### src/rtl/hazard_scoreboard_pkg.sv
// Shared encodings for the D-stage hazard scoreboard: Tuse/Tnew defaults,
// mult/div start codes, forward-select stage numbering and latency lookup.
package hazard_scoreboard_pkg;

  localparam int unsigned N_STG_DEF    = 3;
  localparam int unsigned TW_DEF       = 2;
  localparam int unsigned MULT_LAT_DEF = 5;
  localparam int unsigned DIV_LAT_DEF  = 10;

  // fwd_*_sel: 0 = register file, otherwise the stage index the value comes from
  localparam int unsigned FWD_GRF = 0;
  localparam int unsigned FWD_E   = 1;
  localparam int unsigned FWD_M   = 2;
  localparam int unsigned FWD_W   = 3;

  typedef enum logic [1:0] {
    MD_NONE = 2'b00,
    MD_MULT = 2'b01,
    MD_DIV  = 2'b10,
    MD_RSVD = 2'b11
  } md_start_e;

  // Busy length for a mult/div start code; the reserved code behaves as no start.
  function automatic int unsigned md_lat(input logic [1:0] start,
                                         input int unsigned mult_lat,
                                         input int unsigned div_lat);
    case (start)
      MD_MULT: md_lat = mult_lat;
      MD_DIV:  md_lat = div_lat;
      default: md_lat = 0;
    endcase
  endfunction

endpackage

### src/rtl/hazard_scoreboard_hz_match.sv
// Finds the youngest in-flight write to one source register and reports whether
// its remaining Tnew exceeds the reader's Tuse.
module hz_match
  import hazard_scoreboard_pkg::*;
#(
  parameter int unsigned N_STG = N_STG_DEF,
  parameter int unsigned TW    = TW_DEF,
  parameter int unsigned SW    = $clog2(N_STG + 1)
) (
  input  logic [4:0]                  rx_i,
  input  logic [TW-1:0]               tuse_i,
  input  logic [N_STG-1:0]            rec_vld_i,
  input  logic [N_STG-1:0][4:0]       rec_waddr_i,
  input  logic [N_STG-1:0][TW-1:0]    rec_tnew_i,
  output logic                        hit_o,
  output logic [SW-1:0]               k_o,
  output logic [TW-1:0]               tnew_o,
  output logic                        hz_o
);

  always_comb begin
    hit_o  = 1'b0;
    k_o    = '0;
    tnew_o = '0;
    // Index 0 is the youngest record (E); first hit wins so older records are masked.
    for (int unsigned i = 0; i < N_STG; i++) begin
      if (!hit_o && (rx_i != 5'd0) && rec_vld_i[i] && (rec_waddr_i[i] == rx_i)) begin
        hit_o  = 1'b1;
        k_o    = SW'(i + 1);
        tnew_o = rec_tnew_i[i];
      end
    end
    hz_o = hit_o && (tuse_i != '1) && (tnew_o > tuse_i);
  end

endmodule

### src/rtl/hazard_scoreboard.sv
// Stall/forward controller: tracks in-flight register writes with countdown Tnew,
// resolves D-stage operand hazards and the HI/LO mult/div busy interlock.
module hazard_scoreboard
  import hazard_scoreboard_pkg::*;
#(
  parameter int unsigned N_STG    = N_STG_DEF,
  parameter int unsigned TW       = TW_DEF,
  parameter int unsigned MULT_LAT = MULT_LAT_DEF,
  parameter int unsigned DIV_LAT  = DIV_LAT_DEF
) (
  input  logic                          clk,
  input  logic                          reset,
  input  logic                          d_valid,
  input  logic [4:0]                    d_rs,
  input  logic [4:0]                    d_rt,
  input  logic [TW-1:0]                 d_tuse_rs,
  input  logic [TW-1:0]                 d_tuse_rt,
  input  logic [4:0]                    d_waddr,
  input  logic [TW-1:0]                 d_tnew,
  input  logic [1:0]                    d_md_start,
  input  logic                          d_md_use,
  input  logic                          flush,
  output logic                          stall,
  output logic [$clog2(N_STG+1)-1:0]    fwd_rs_sel,
  output logic [$clog2(N_STG+1)-1:0]    fwd_rt_sel,
  output logic                          md_busy
);

  localparam int unsigned SW     = $clog2(N_STG + 1);
  localparam int unsigned MAXLAT = (DIV_LAT > MULT_LAT) ? DIV_LAT : MULT_LAT;
  localparam int unsigned CW     = $clog2(MAXLAT + 1);

  logic [N_STG-1:0]          rec_vld_q,   rec_vld_d;
  logic [N_STG-1:0][4:0]     rec_waddr_q, rec_waddr_d;
  logic [N_STG-1:0][TW-1:0]  rec_tnew_q,  rec_tnew_d;
  logic [CW-1:0]             md_cnt_q,    md_cnt_d;

  logic          rs_hit, rt_hit, hz_rs, hz_rt, hz_md, md_load;
  logic [SW-1:0] rs_k, rt_k;
  logic [TW-1:0] rs_tnew, rt_tnew;

  hz_match #(.N_STG(N_STG), .TW(TW), .SW(SW)) u_match_rs (
    .rx_i        (d_rs),
    .tuse_i      (d_tuse_rs),
    .rec_vld_i   (rec_vld_q),
    .rec_waddr_i (rec_waddr_q),
    .rec_tnew_i  (rec_tnew_q),
    .hit_o       (rs_hit),
    .k_o         (rs_k),
    .tnew_o      (rs_tnew),
    .hz_o        (hz_rs)
  );

  hz_match #(.N_STG(N_STG), .TW(TW), .SW(SW)) u_match_rt (
    .rx_i        (d_rt),
    .tuse_i      (d_tuse_rt),
    .rec_vld_i   (rec_vld_q),
    .rec_waddr_i (rec_waddr_q),
    .rec_tnew_i  (rec_tnew_q),
    .hit_o       (rt_hit),
    .k_o         (rt_k),
    .tnew_o      (rt_tnew),
    .hz_o        (hz_rt)
  );

  always_comb begin
    md_busy    = (md_cnt_q != '0);
    hz_md      = d_md_use && md_busy;
    stall      = d_valid && (hz_rs || hz_rt || hz_md);
    fwd_rs_sel = (rs_hit && (rs_tnew == '0)) ? rs_k : SW'(FWD_GRF);
    fwd_rt_sel = (rt_hit && (rt_tnew == '0)) ? rt_k : SW'(FWD_GRF);
    md_load    = d_valid && !stall && (md_lat(d_md_start, MULT_LAT, DIV_LAT) != 0);
  end

  always_comb begin
    rec_vld_d      = '0;
    rec_waddr_d    = '0;
    rec_tnew_d     = '0;
    rec_vld_d[0]   = d_valid && !stall && (d_waddr != 5'd0) && !flush;
    rec_waddr_d[0] = d_waddr;
    rec_tnew_d[0]  = d_tnew;
    for (int unsigned i = 1; i < N_STG; i++) begin
      rec_vld_d[i]   = rec_vld_q[i-1] && !flush;
      rec_waddr_d[i] = rec_waddr_q[i-1];
      rec_tnew_d[i]  = (rec_tnew_q[i-1] == '0) ? '0 : rec_tnew_q[i-1] - TW'(1);
    end
  end

  always_comb begin
    if (md_load)
      md_cnt_d = CW'(md_lat(d_md_start, MULT_LAT, DIV_LAT));
    else if (md_cnt_q != '0)
      md_cnt_d = md_cnt_q - CW'(1);
    else
      md_cnt_d = md_cnt_q;
  end

  always_ff @(posedge clk or posedge reset) begin
    if (reset) begin
      rec_vld_q   <= '0;
      rec_waddr_q <= '0;
      rec_tnew_q  <= '0;
      md_cnt_q    <= '0;
    end else begin
      rec_vld_q   <= rec_vld_d;
      rec_waddr_q <= rec_waddr_d;
      rec_tnew_q  <= rec_tnew_d;
      md_cnt_q    <= md_cnt_d;
    end
  end

endmodule
### config.mk
export PLATFORM = sky130hd
export DESIGN_NAME = hazard_scoreboard
export DESIGN_NICKNAME = d
export VERILOG_FILES = /design/src/rtl/hazard_scoreboard_pkg.sv /design/src/rtl/hazard_scoreboard_hz_match.sv /design/src/rtl/hazard_scoreboard.sv
export SDC_FILE = /design/constraint.sdc
export NUM_CORES = 1
export LEC_CHECK = 0
export ABC_AREA = 1
export BUFFER_PORTS_ARGS = -buffer_cell sky130_fd_sc_hd__buf_2
export CAP_MARGIN = 40
export CORE_ASPECT_RATIO = 0.75
export CORE_MARGIN = 4
export CORE_UTILIZATION = 41
export DETAILED_ROUTE_END_ITERATION = 12
export PLACE_DENSITY = 0.59
export REMOVE_ABC_BUFFERS = 1
export SLEW_MARGIN = 10
export SYNTH_ARGS = -nofsm -noshare
export SYNTH_HDL_FRONTEND = slang
export SYNTH_HIERARCHICAL = 1
export SYNTH_SLANG_ARGS = --single-unit
### constraint.sdc
create_clock -name clk -period 4.8 [get_ports clk]
set_clock_uncertainty 0.05 [all_clocks]
set_input_delay 1.44 -clock clk [delete_from_list [all_inputs] [get_ports clk]]
set_output_delay 1.44 -clock clk [all_outputs]
set_load 0.01 [all_outputs]
==> flow_summary.json <==
{
  "min_period_ns": 4.85,
  "synthArstFlopShare": 1.00,
  "drive_above_1_share": 0.342,
  "rrSetupSlack_ns": 2.15,
  "synthTopCellsByCount": "nand2_1 (107), inv_1 (67), nor2_1 (34)",
  "cts_tree": "done",
  "p_int_w": 0.000479,
  "grt_use_met1": 0.228,
  "syn_avg_cell_area_um2": 6.58,
  "nNetsFinal": 414,
  "insertion_delay_ns": 0.27,
  "crit_type": "in -> out",
  "cp-end-kind": "primary output",
  "outcome": "finished, violations left",
  "fmax_mhz": 206,
  "synthXorXnorAreaFrac": 0.0205,
  "holdPathStages": 0,
  "regArea_um2": 701,
  "critPathMaxStageDelay_ns": 0.27,
  "grt-busiest-layer": "met2",
  "synth-simple-area-share": 0.415,
  "period_share": 1.01,
  "slowest_stage": "ha_4",
  "slew_viol_final": 0,
  "clkPwrFrac": 0.258,
  "wirelength_mm": 4.85,
  "synthTopCellsByArea": "dfrtp_1 (33%), nand2_1 (19%), inv_1 (12%)",
  "pin_count": 34,
  "antenna_found_initial": 0,
  "ir_worst_vdd_uv": 203,
  "clock-sinks": 28,
  "tightest_slew_ns": 0.431,
  "grt_max_degree": 21,
  "path_clk_slew_ns": 0.09,
  "hold_end": "rec_waddr_q[11]$_DFF_PP0_",
  "dpl.hpwl_mm": 3.98,
  "p_sw_w": 0.000228,
  "grt_overflow": 0,
  "start_util": 0.429,
  "seq_area_frac_synth": 0.327,
  "die_h_um": 70.6,
  "p_sw_frac": 0.323,
  "rsz0062_at_grt": "yes",
  "max-clock-path-buffers": 2,
  "fp.dieW_um": 91.4,
  "h-tree-depth": 1,
  "synth_area_leader_cell": "dfrtp_1",
  "power.total_w": 0.000707,
  "r2r-start": "rec_waddr_d[7]$_DFF_PP0_",
  "n_antenna_cell": 0,
  "synth_most_common_cell": "nand2_1",
  "place.gp.congestion": 0.876,
  "wire_per_inst_um": 10.8,
  "crit_start": "d_rs[4]",
  "synth-seq-cells": 28,
  "netlist_area_um2": 2140,
  "drv_cap": 0,
  "die-area_um2": 6450,
  "clockRootBuffer": "clkbuf_8",
  "r2r_cells": 19,
  "rows": 22,
  "fillerInstances": 517,
  "grt_use_met3": 0.0244,
  "grt.total_usage": 0.158,
  "hp-start": "rec_waddr_d[11]$_DFF_PP0_",
  "relSlewSlack": 0.713,
  "r2r_end": "md_cnt_q[2]$_DFFE_PP0P_",
  "path_cells": "buf_6 > inv_2 > nand2_1 > nand2_1 > nand2_1 > nor2_4 > nand2_4 > nand3_2 > nand3_1 > nand2_1 > inv_2 > ha_4 > a21oi_2 > a221oi_2 > nand2_1 > inv_2 > nor2_4 > inv_2 > a21oi_4 > nor2_2 > buf_2",
  "fin_ws_ns": -0.0548,
  "synth_top_family_by_area": "simple AND/OR/NAND/NOR gates",
  "synth_compound_area_frac": 0.0485,
  "crit_path_start_kind": "input port",
  "hp-class": "reg -> reg",
  "drt-vias-per-instance": 4.45,
  "critPathMaxFanout": 6,
  "path_delay_family": "simple AND/OR/NAND/NOR gates",
  "antenna_left": 0,
  "synthMuxAreaShare": 0,
  "crit_arrival_ns": 3.36,
  "coreArea_um2": 4980,
  "grt_pass1_vias": 1916,
  "violations": "negative setup slack",
  "use_met2": 0.262,
  "io_buffers": 33,
  "power.density_nw_per_um2": 253,
  "drc": 0,
  "cp.required_ns": 3.31,
  "finalHoldViolCount": 0,
  "drtIter0Drc": 57,
  "first_pass_iters": 4,
  "via_count": 1996,
  "synth_top_area_share": 0.327,
  "pwr-share-seq": 0.411,
  "grt_pass1_wl_mm": 8.45,
  "holdWs_ns": 0.433,
  "synth-adder-area-share": 0.0468,
  "p_leak_nw": 1.62,
  "cp_common_cell": "nand2_1",
  "setup_viol": 1,
  "area_growth_pct": 30.6,
  "cp_num_buf_inv": 6,
  "synth_edf_count": 0,
  "synthCells": 325,
  "synth.distinct_cells": 24,
  "pwr-share-comb": 0.331,
  "cts_buffers": 3,
  "synth_flop_cell": "dfrtp_1",
  "synth_warnings": 6,
  "multi_input_area_um2": 1270
}
per-stage QoR:
step           area [µm²]  setup WS, ns  instances   util  setup TNS [ns]
6_report             2790       -0.0548        449  0.561         -0.0548
5_1_grt              2790        -0.269        449  0.561          -0.269
4_1_cts              2700       -0.0641        446  0.542         -0.0641
3_5_place_dp         2480        -0.187        439  0.498          -0.187
3_3_place_gp         2450        -0.145        438  0.493          -0.145
2_1_floorplan        2140         0.161        325      -               0
state kept, by name, summed over array words and instances (netlist names):
register,count
rec_tnew_q,6
md_cnt_q,4
rec_waddr_q,5
rec_waddr_d,10
rec_vld_q,3
final cells by class:
cell class	count	area share
clock buffer	3	0.0148
tap	72	0.0322
multi-input combinational	216	0.455
inverter	81	0.112
sequential	28	0.251
timing repair buffer	48	0.124
clock inverter	1	0.0107
worst max-delay path by stage:
| stage | end | cells past startpoint |
|---|---|---|
| after floorplan | stall | 18 |
| after global placement | stall | 20 |
| after detailed placement | stall | 20 |
| after CTS | stall | 19 |
| after global routing | stall | 19 |
| final | stall | 21 |
per-layer routing:
layer,up-vias,share of wire,wire [µm]
met5,-,0,0
met4,0,0.0014,7
met3,2,0.047,229
met2,38,0.43,2090
met1,887,0.52,2520
li1,1069,-,-
cells by family after synthesis:
logic type | count (synthesis)
DFF | 28
adders and majority gates | 8
xor gates and xnor gates | 5
and+or+nand+nor | 190
buffers and inverters | 81
AOI/OAI and AO/OA | 13
power groups by stage:
stage                     Clock (W)  Sequential, W  Combinational [W]
after floorplan                   0       0.000287           0.000164
after global placement            0       0.000294           0.000213
after detailed placement          0       0.000295           0.000216
after CTS                  0.000191       0.000291           0.000228
after global routing       0.000200       0.000296           0.000273
final                      0.000182       0.000291           0.000234
cell usage in the layout (no fill, tap or decap), types with 2 or more instances in the layout:
cell / synthesis / routed
nand2_1: 107 / 96
nor2_4: 4 / 8
a221oi_2: 0 / 2
dfrtp_1: 28 / 28
nor2_1: 34 / 28
nand4_1: 6 / 6
nand3_2: 6 / 9
clkbuf_8: 0 / 3
nand2_4: 3 / 3
xor2_1: 2 / 2
o21ai_2: 2 / 2
buf_6: 0 / 2
inv_2: 14 / 17
nor2_2: 8 / 10
ha_1: 8 / 6
a21oi_1: 4 / 3
ha_4: 0 / 2
xnor2_2: 0 / 2
buf_4: 0 / 19
inv_1: 67 / 62
nand3_1: 16 / 13
nand2_2: 4 / 15
buf_2: 0 / 24
what timing repair did:
| item | CTS | global route |
|---|---|---|
| pin swaps | 24 | 17 |
| buffers inserted | 3 | 3 |
| setup endpoints to repair | 1 | 1 |
| resized for setup | 35 | 22 |
| hold buffers | 0 | 0 |
| gates cloned | 0 | 0 |
(Power assumes the default switching activity.)
